===== src/rtl/spi_slave.sv =====
// rtl/spi_slave.sv - mode-0 MSB-first SPI slave with rx/tx valid/ready handshakes
// Optional feature: SPI_SLAVE_OVERRUN_DETECT_EN (drop words and flag overrun when rx is not drained)
module spi_slave #(
    parameter int                    DATA_WIDTH = 8,
    parameter logic [DATA_WIDTH-1:0] TX_IDLE    = '0
) (
    input  logic                  clk,
    input  logic                  rst_n,
    input  logic                  sclk,
    input  logic                  ss_n,
    input  logic                  mosi,
    output logic                  miso,
    output logic                  miso_oe,
    input  logic [DATA_WIDTH-1:0] tx_data,
    input  logic                  tx_valid,
    output logic                  tx_ready,
    output logic [DATA_WIDTH-1:0] rx_data,
    output logic                  rx_valid,
    input  logic                  rx_ready,
    output logic                  rx_overrun
);

    localparam int CW = $clog2(DATA_WIDTH);
    localparam logic [CW-1:0] LAST_BIT = CW'(DATA_WIDTH - 1);

    typedef enum logic {
        ST_IDLE,
        ST_SHIFT
    } state_t;

    state_t                state;
    logic [2:0]            sclk_q;
    logic [2:0]            ss_q;
    logic [1:0]            mosi_q;
    logic [CW-1:0]         bit_cnt;
    logic [DATA_WIDTH-1:0] tx_shift;
    logic [DATA_WIDTH-1:0] rx_shift;
    logic [DATA_WIDTH-1:0] tx_buf;
    logic                  rx_done;

    logic sclk_rise;
    logic sclk_fall;
    logic ss_fall;
    logic ss_rise;
    logic tx_take;
    logic [DATA_WIDTH-1:0] tx_next;

    assign sclk_rise = sclk_q[1] & ~sclk_q[2];
    assign sclk_fall = ~sclk_q[1] & sclk_q[2];
    assign ss_fall   = ~ss_q[1] & ss_q[2];
    assign ss_rise   = ss_q[1] & ~ss_q[2];

    // The holding buffer is empty exactly when tx_ready is high.
    assign tx_next = tx_ready ? TX_IDLE : tx_buf;
    assign miso    = miso_oe & tx_shift[DATA_WIDTH-1];

    always_comb begin
        tx_take = 1'b0;
        if (state == ST_IDLE)
            tx_take = ss_fall;
        else
            tx_take = !ss_rise && sclk_fall && (bit_cnt == '0);
    end

`ifndef SPI_SLAVE_OVERRUN_DETECT_EN
    assign rx_overrun = 1'b0;
`endif

    always_ff @(posedge clk or negedge rst_n) begin
        if (!rst_n) begin
            state    <= ST_IDLE;
            sclk_q   <= '0;
            ss_q     <= '0;
            mosi_q   <= '0;
            bit_cnt  <= '0;
            tx_shift <= '0;
            rx_shift <= '0;
            tx_buf   <= '0;
            tx_ready <= 1'b1;
            rx_data  <= '0;
            rx_valid <= 1'b0;
            rx_done  <= 1'b0;
            miso_oe  <= 1'b0;
`ifdef SPI_SLAVE_OVERRUN_DETECT_EN
            rx_overrun <= 1'b0;
`endif
        end else begin
            // Synchronizer history starts low so a frame already in progress at reset is ignored.
            sclk_q  <= {sclk_q[1:0], sclk};
            ss_q    <= {ss_q[1:0], ss_n};
            mosi_q  <= {mosi_q[0], mosi};
            rx_done <= 1'b0;

            case (state)
                ST_IDLE: begin
                    bit_cnt <= '0;
                    miso_oe <= 1'b0;
                    if (ss_fall) begin
                        state    <= ST_SHIFT;
                        miso_oe  <= 1'b1;
                        tx_shift <= tx_next;
                    end
                end
                ST_SHIFT: begin
                    if (ss_rise) begin
                        state    <= ST_IDLE;
                        miso_oe  <= 1'b0;
                        rx_shift <= '0;
                        bit_cnt  <= '0;
                    end else begin
                        if (sclk_rise) begin
                            rx_shift <= {rx_shift[DATA_WIDTH-2:0], mosi_q[1]};
                            if (bit_cnt == LAST_BIT) begin
                                bit_cnt <= '0;
                                rx_done <= 1'b1;
                            end else begin
                                bit_cnt <= bit_cnt + 1'b1;
                            end
                        end
                        if (sclk_fall) begin
                            if (bit_cnt == '0)
                                tx_shift <= tx_next;
                            else
                                tx_shift <= {tx_shift[DATA_WIDTH-2:0], 1'b0};
                        end
                    end
                end
                default: state <= ST_IDLE;
            endcase

            // A load in the same cycle as a take from an empty buffer lands after TX_IDLE was used.
            if (tx_take && !tx_ready)
                tx_ready <= 1'b1;
            if (tx_valid && tx_ready) begin
                tx_buf   <= tx_data;
                tx_ready <= 1'b0;
            end

            if (rx_done) begin
`ifdef SPI_SLAVE_OVERRUN_DETECT_EN
                if (rx_valid && !rx_ready) begin
                    rx_overrun <= 1'b1;
                end else begin
                    rx_data  <= rx_shift;
                    rx_valid <= 1'b1;
                end
`else
                rx_data  <= rx_shift;
                rx_valid <= 1'b1;
`endif
            end else if (rx_valid && rx_ready) begin
                rx_valid <= 1'b0;
            end
        end
    end

endmodule


===== config.mk =====
export PLATFORM = sky130hd
export DESIGN_NAME = spi_slave
export DESIGN_NICKNAME = d
export VERILOG_FILES = /design/src/rtl/spi_slave.sv
export SDC_FILE = /design/constraint.sdc
export NUM_CORES = 1
export LEC_CHECK = 0
export ABC_AREA = 1
export ABC_CLOCK_PERIOD_IN_PS = 2100
export CORE_MARGIN = 2
export CORE_UTILIZATION = 35
export DETAILED_ROUTE_END_ITERATION = 7
export GPL_TIMING_DRIVEN = 1
export RECOVER_POWER = 100
export SYNTH_ARGS = -nofsm -noshare
export SYNTH_HDL_FRONTEND = slang
export SYNTH_SLANG_ARGS = --single-unit

===== constraint.sdc =====
create_clock -name clk -period 2.1 [get_ports clk]
set_input_delay 0.42 -clock clk [delete_from_list [all_inputs] [get_ports clk]]
set_output_delay 0.42 -clock clk [all_outputs]
set_load 0.01 [all_outputs]

==> results.py, run 1 <==
metrics = {
    "clock_network": {
        "cts_setup_buffers": 0,
        "clock-sinks": 48,
        "numCtsBuffers": 5,
        "cts_hold_buf": 0,
        "cts_buffer_depth": 2,
        "clk_latency_ns": 0.30,
        "cts_max_level": 2,
        "cts_resized": 0,
        "cts-root-buf": "clkbuf_8",
        "cts_tree": "built",
        "path_clk_slew_ns": 0.09,
    },
    "placed_design": {
        "portBuffers": 26,
        "dpl.hpwl_um": 2439,
        "finalWeightedCongestion": 0.7613,
        "placed_area_um2": 2350,
        "place_inst": 318,
    },
    "layout": {
        "nets": 271,
        "n_fill_cell": 571,
        "stdcell_area_um2": 2424,
        "multi_input_area_um2": 640.6,
        "layout_commonest_cell": "nand2_1",
        "antenna_cells": 0,
        "layout.cells.non_filler": 326,
        "register_area_um2": 1202,
        "area.growth.synth_to_final_pct": 19.79,
        "drive_above_1_share_pct": 7.087,
        "final_cell_mix": "nand2_1, dfrtp_1, inv_1",
    },
    "setup_path": {
        "slowest_stage": "dfstp_2",
        "critical_path.top_delay_family": "flip-flops",
        "crit_type": "reg -> out",
        "regToRegSetupSlack_ns": 0.31,
        "slowest_delay_ns": 0.63,
        "critPathMaxFanout": 10,
        "path_cells": "clkdlybuf4s50_1",
        "path_buf_inv": 1,
        "crit_path_end_kind": "output port",
        "critPathLaunchType": "flop",
        "cp.required_ns": 1.68,
        "cp.arrival_ns": 1.50,
    },
    "worst_hold_path": {
        "hold_class": "in -> async",
    },
    "drt": {
        "drt-initial-drc-count": 71,
        "postRouteAntennaNets": 0,
        "totalWireLength_um": 3436,
        "drc_errors": 0,
        "dr_total_vias": 1396,
        "wire_per_inst_um": 10.54,
        "first_pass_iters": 4,
        "via_per_inst": 4.282,
    },
    "logic_synthesis": {
        "synth_edf_count": 0,
        "synth_top_family_by_area": "simple AND/OR/NAND/NOR gates",
        "seq_area_frac_synth_pct": 59.43,
        "syn_area_per_cell_um2": 9.032,
        "synth_cell_types": 20,
        "synth_fa_ha_area_share_pct": 1.855,
        "ys.flop_type": "dfrtp_1",
        "synth-xor-area-share_pct": 0,
        "synth_mux_area_share_pct": 0,
        "postSynthNetCount": 242,
        "synth_area_um2": 2023,
        "synth-seq-cells": 48,
        "syn_inst": 224,
        "ys_warn_count": 0,
        "synth_compound_gate_area_share_pct": 6.741,
        "synthSimpleGateAreaFrac_pct": 24.68,
        "async_flop_share_pct": 100.0,
    },
    "grt": {
        "grt_first_pass_wirelength_um": 6085,
        "gr-usage-all-layers_pct": 12.18,
        "grt_pass1_vias": 1357,
        "grt-ovfl-total": 0,
        "grt_max_degree": 29,
        "antenna_found_initial": 0,
    },
    "timing": {
        "rsz0062_at_grt": "no",
        "slew_viol_final": 0,
        "holdWs_ns": 0.2899,
        "setup_viol": 0,
        "hold_viol": 0,
        "period_share_pct": 91.46,
        "tns_ns": 0,
        "maxSlewHeadroom_pct": 28.18,
        "max_freq_mhz": 520.6,
        "fin_skew_ns": 0.007543,
        "worst_pin_slew_ns": 1.077,
        "period_needed_ns": 1.921,
    },
    "floorplan": {
        "pin_count": 28,
        "dieArea_um2": 6405,
        "rows": 27,
        "core_area_um2": 5540,
        "start_util_pct": 36.52,
        "die_w_um": 80.03,
        "die_h_um": 80.03,
    },
    "pwr": {
        "p_leak_nw": 1.252,
        "power_density_nw_per_um2": 989.4,
        "peakVddDrop_v": 0.0004099,
        "post-layout-total-power_w": 0.002398,
    },
    "outcome": {
        "status": "finished clean",
    },
    "run": {
        "drv_cap": 0,
    },
}
## layout make-up
type	count	area share, %
inverters	28	4.337
flip-flops and latches	48	49.61
clock buffers	7	3.975
multi-input cells	143	26.43
well taps	72	3.717
clock inverters	1	1.239
repair buffers	27	10.69
## synthesized netlist by cell type (2+ instances only)
library cell,count,area (um2)
a21oi_1,2,10.01
o21ai_0,16,80.08
buf_4,3,22.52
nand3_1,10,50.05
nand2_1,83,311.6
inv_1,26,97.59
o21ai_1,6,30.03
nand2_4,2,22.52
nand2_2,6,37.54
nand3_2,2,20.02
inv_2,2,7.510
ha_1,3,37.54
dfrtp_1,47,1176
nor2_1,10,37.54
## report_power, final
group / leakage, nW / switching, W / total (W) / internal [W]
logic: 0.562 / 0.000286 / 0.000466 / 0.000180
clock network: 0.0645 / 0.000303 / 0.000723 / 0.000420
registers: 0.626 / 0.000108 / 0.00121 / 0.00110
## final timing paths
check	from	cells past startpoint	endpoint
worst max-delay path	tx_ready	1	tx_ready
worst min-delay path	rst_n	1	rx_shift[5]
max in group asynchronous	rst_n	2	ss_q[1]
min in group clk	mosi_q[0]	0	mosi_q[1]
worst max register to register	state	4	rx_shift[3]
worst min register to register	mosi_q[0]	0	mosi_q[1]
## metrics by stage
stage               utilization (%)  worst slack, ns
floorplan                         -           0.9009
global placement              42.41           0.5155
detailed placement            42.41           0.5066
CTS                           44.69           0.1588
global route                  43.74           0.1146
finish                        43.74           0.1793
## metal layers
layer / wire [um] / GRT usage (%) / vias to the layer above
met4: 53 / 5.085 / 0
met1: 1811 / 16.63 / 625
met3: 130 / 3.620 / 5
met5: 0 / 0 / -
met2: 1440 / 18.00 / 28
li1: - / - / 738
## worst register-to-register path, stage by stage (launching register included)
cell and delay [ns]:
dfrtp_1 0.64, nand2_1 0.25, nor2_1 0.42, inv_1 0.19, o21ai_0 0.20
## registers in the layout, indices dropped and copies added, names as in the netlist
name	cells
bit_cnt	3
miso_oe	1
mosi_q	2
rx_data	8
rx_done	1
rx_shift	8
rx_valid	1
sclk_q	3
ss_q	3
state	1
tx_buf	8
tx_ready	1
tx_shift	8
## logic make-up after synthesis
family | after synthesis
other | 1
flip-flops | 48
buffers and inverters | 33
adder cells (fa/ha/maj) | 3
AND/OR/NAND/NOR | 114
AO/OA/AOI/OAI | 25
No activity file was read; power rests on OpenSTA's default activity.
==> run 2, diff against run 1 <==
--- a/config.mk
+++ b/config.mk
@@ -7,7 +7,6 @@
 export LEC_CHECK = 0
 export ABC_AREA = 1
 export ABC_CLOCK_PERIOD_IN_PS = 2100
-export CORE_MARGIN = 2
 export CORE_UTILIZATION = 35
 export DETAILED_ROUTE_END_ITERATION = 7
 export GPL_TIMING_DRIVEN = 1
==> run 2 against run 1 <==
Sequential share of layout area grew 0.28 points. First-iteration DRC count grew 20%. Power shrank 3.3%. Critical path type unchanged.
==> results.py, run 2 (synthesis gave the netlist of run 1 again) <==
metrics = {
    "layout": {
        "layout.cells.non_filler": 326,
        "n_fill_cell": 575,
        "antenna_cells": 0,
        "drive_above_1_share_pct": 7.480,
        "area.growth.synth_to_final_pct": 19.11,
        "layout_commonest_cell": "nand2_1",
        "nets": 271,
        "final_cell_mix": "nand2_1, dfrtp_1, inv_1",
    },
    "drt": {
        "dr_total_vias": 1388,
        "postRouteAntennaNets": 0,
        "via_per_inst": 4.258,
        "totalWireLength_um": 3206,
        "drt-initial-drc-count": 85,
        "drc_errors": 0,
        "wire_per_inst_um": 9.834,
        "first_pass_iters": 4,
    },
    "timing": {
        "period_needed_ns": 1.983,
        "fin_skew_ns": 0.008030,
        "slew_viol_final": 0,
        "maxSlewHeadroom_pct": 23.36,
        "holdWs_ns": 0.3518,
        "tns_ns": 0,
        "worst_pin_slew_ns": 1.150,
        "period_share_pct": 94.41,
        "rsz0062_at_grt": "no",
        "setup_ws_ns": 0.1175,
        "setup_viol": 0,
        "max_freq_mhz": 504.4,
        "hold_viol": 0,
    },
    "grt": {
        "grt_first_pass_wirelength_um": 5547,
        "antenna_found_initial": 0,
        "grt_pass1_vias": 1190,
        "grt_max_degree": 49,
        "grt-ovfl-total": 0,
        "gr-usage-all-layers_pct": 11.84,
    },
    "pwr": {
        "seqPwrFrac_pct": 52.1,
        "power_density_nw_per_um2": 961.8,
        "p_switching_w": 0.0006882,
        "switching_share_pct": 29.69,
        "combPwrFrac_pct": 19.8,
        "clock_power_share_pct": 28.2,
        "p_leak_nw": 1.245,
        "p_int_w": 0.001630,
        "peakVddDrop_v": 0.0005225,
    },
    "setup_path": {
        "crit_path_end_kind": "output port",
        "slowest_stage": "dlygate4sd3_1",
        "crit_type": "reg -> out",
        "regToRegSetupSlack_ns": 0.31,
        "rr_worst_depth": 4,
        "path_cells": "dlygate4sd3_1",
        "cp.required_ns": 1.68,
        "r2r_start": "state",
        "slowest_delay_ns": 0.64,
        "path_buf_inv": 1,
        "critical_path.top_delay_family": "buffers and inverters",
        "cp.arrival_ns": 1.56,
        "critPathMaxFanout": 10,
        "r2r-end": "rx_shift[2]",
        "critPathLaunchType": "flop",
    },
    "worst_hold_path": {
        "hold_class": "reg -> reg",
        "hp-start": "ss_q[0]",
        "min_to": "ss_q[1]",
        "hold_depth": 0,
    },
    "clock_network": {
        "cts_tree": "built",
        "cts_hold_buf": 0,
        "cts_setup_buffers": 0,
        "cts_max_level": 2,
        "cts-root-buf": "clkbuf_8",
        "path_clk_slew_ns": 0.09,
        "clock-sinks": 48,
        "cts_buffer_depth": 2,
        "numCtsBuffers": 5,
        "cts_resized": 0,
        "clk_latency_ns": 0.30,
    },
    "floorplan": {
        "rows": 27,
        "start_util_pct": 36.52,
        "die_w_um": 78.03,
        "core_area_um2": 5540,
        "pin_count": 28,
        "dieArea_um2": 6089,
        "die_h_um": 78.03,
    },
    "placed_design": {
        "dpl.hpwl_um": 2208,
        "finalWeightedCongestion": 0.7393,
        "place_inst": 318,
        "post-place-ws_ns": 0.5129,
        "portBuffers": 26,
    },
    "outcome": {
        "status": "finished clean",
    },
    "run": {
        "drv_cap": 0,
    },
}
[run 2: how the worst max path moves through the flow]
stage / start / endpoint / slack [ns] / cells past startpoint
2_1_floorplan: tx_ready / tx_buf[7] / 0.90 / 5
3_3_place_gp: tx_ready / tx_ready / 0.51 / 1
3_5_place_dp: tx_ready / tx_ready / 0.51 / 1
4_1_cts: tx_ready / tx_ready / 0.16 / 1
5_1_grt: tx_ready / tx_ready / 0.07 / 1
6_report: tx_ready / tx_ready / 0.12 / 1
[run 2: area by class of cell]
| type | instances | area (um2) | area share, % |
|---|---|---|---|
| Sequential cell | 48 | 1202 | 49.90 |
| Multi-Input combinational cell | 143 | 640.6 | 26.58 |
| Timing Repair Buffer | 27 | 260.3 | 10.80 |
| Inverter | 28 | 105.1 | 4.361 |
| Tap cell | 72 | 90.09 | 3.738 |
| Clock buffer | 5 | 68.82 | 2.856 |
| Clock inverter | 3 | 42.54 | 1.765 |
[run 2: per-layer routing]
layer	track usage, %	wire [um]	vias up
li1	-	-	740
met1	16.97	1708	614
met2	16.64	1310	27
met3	3.140	124	7
met4	5.556	63	0
met5	0	0	-
[run 2: stage by stage]
stage / total power, W / instance area [um2] / util (%)
floorplan: 0.001578 / 2023 / -
global placement: 0.001713 / 2350 / 42.41
detailed placement: 0.001718 / 2350 / 42.41
CTS: 0.002390 / 2461 / 44.42
global route: 0.002480 / 2410 / 43.50
finish: 0.002318 / 2410 / 43.50
[run 2: power groups by stage]
stage	Combinational (W)	Clock, W	Sequential [W]
6_report	0.000458	0.000653	0.00121
5_1_grt	0.000531	0.000720	0.00123
4_1_cts	0.000493	0.000685	0.00121
3_5_place_dp	0.000491	0	0.00123
3_3_place_gp	0.000489	0	0.00122
2_1_floorplan	0.000392	0	0.00119
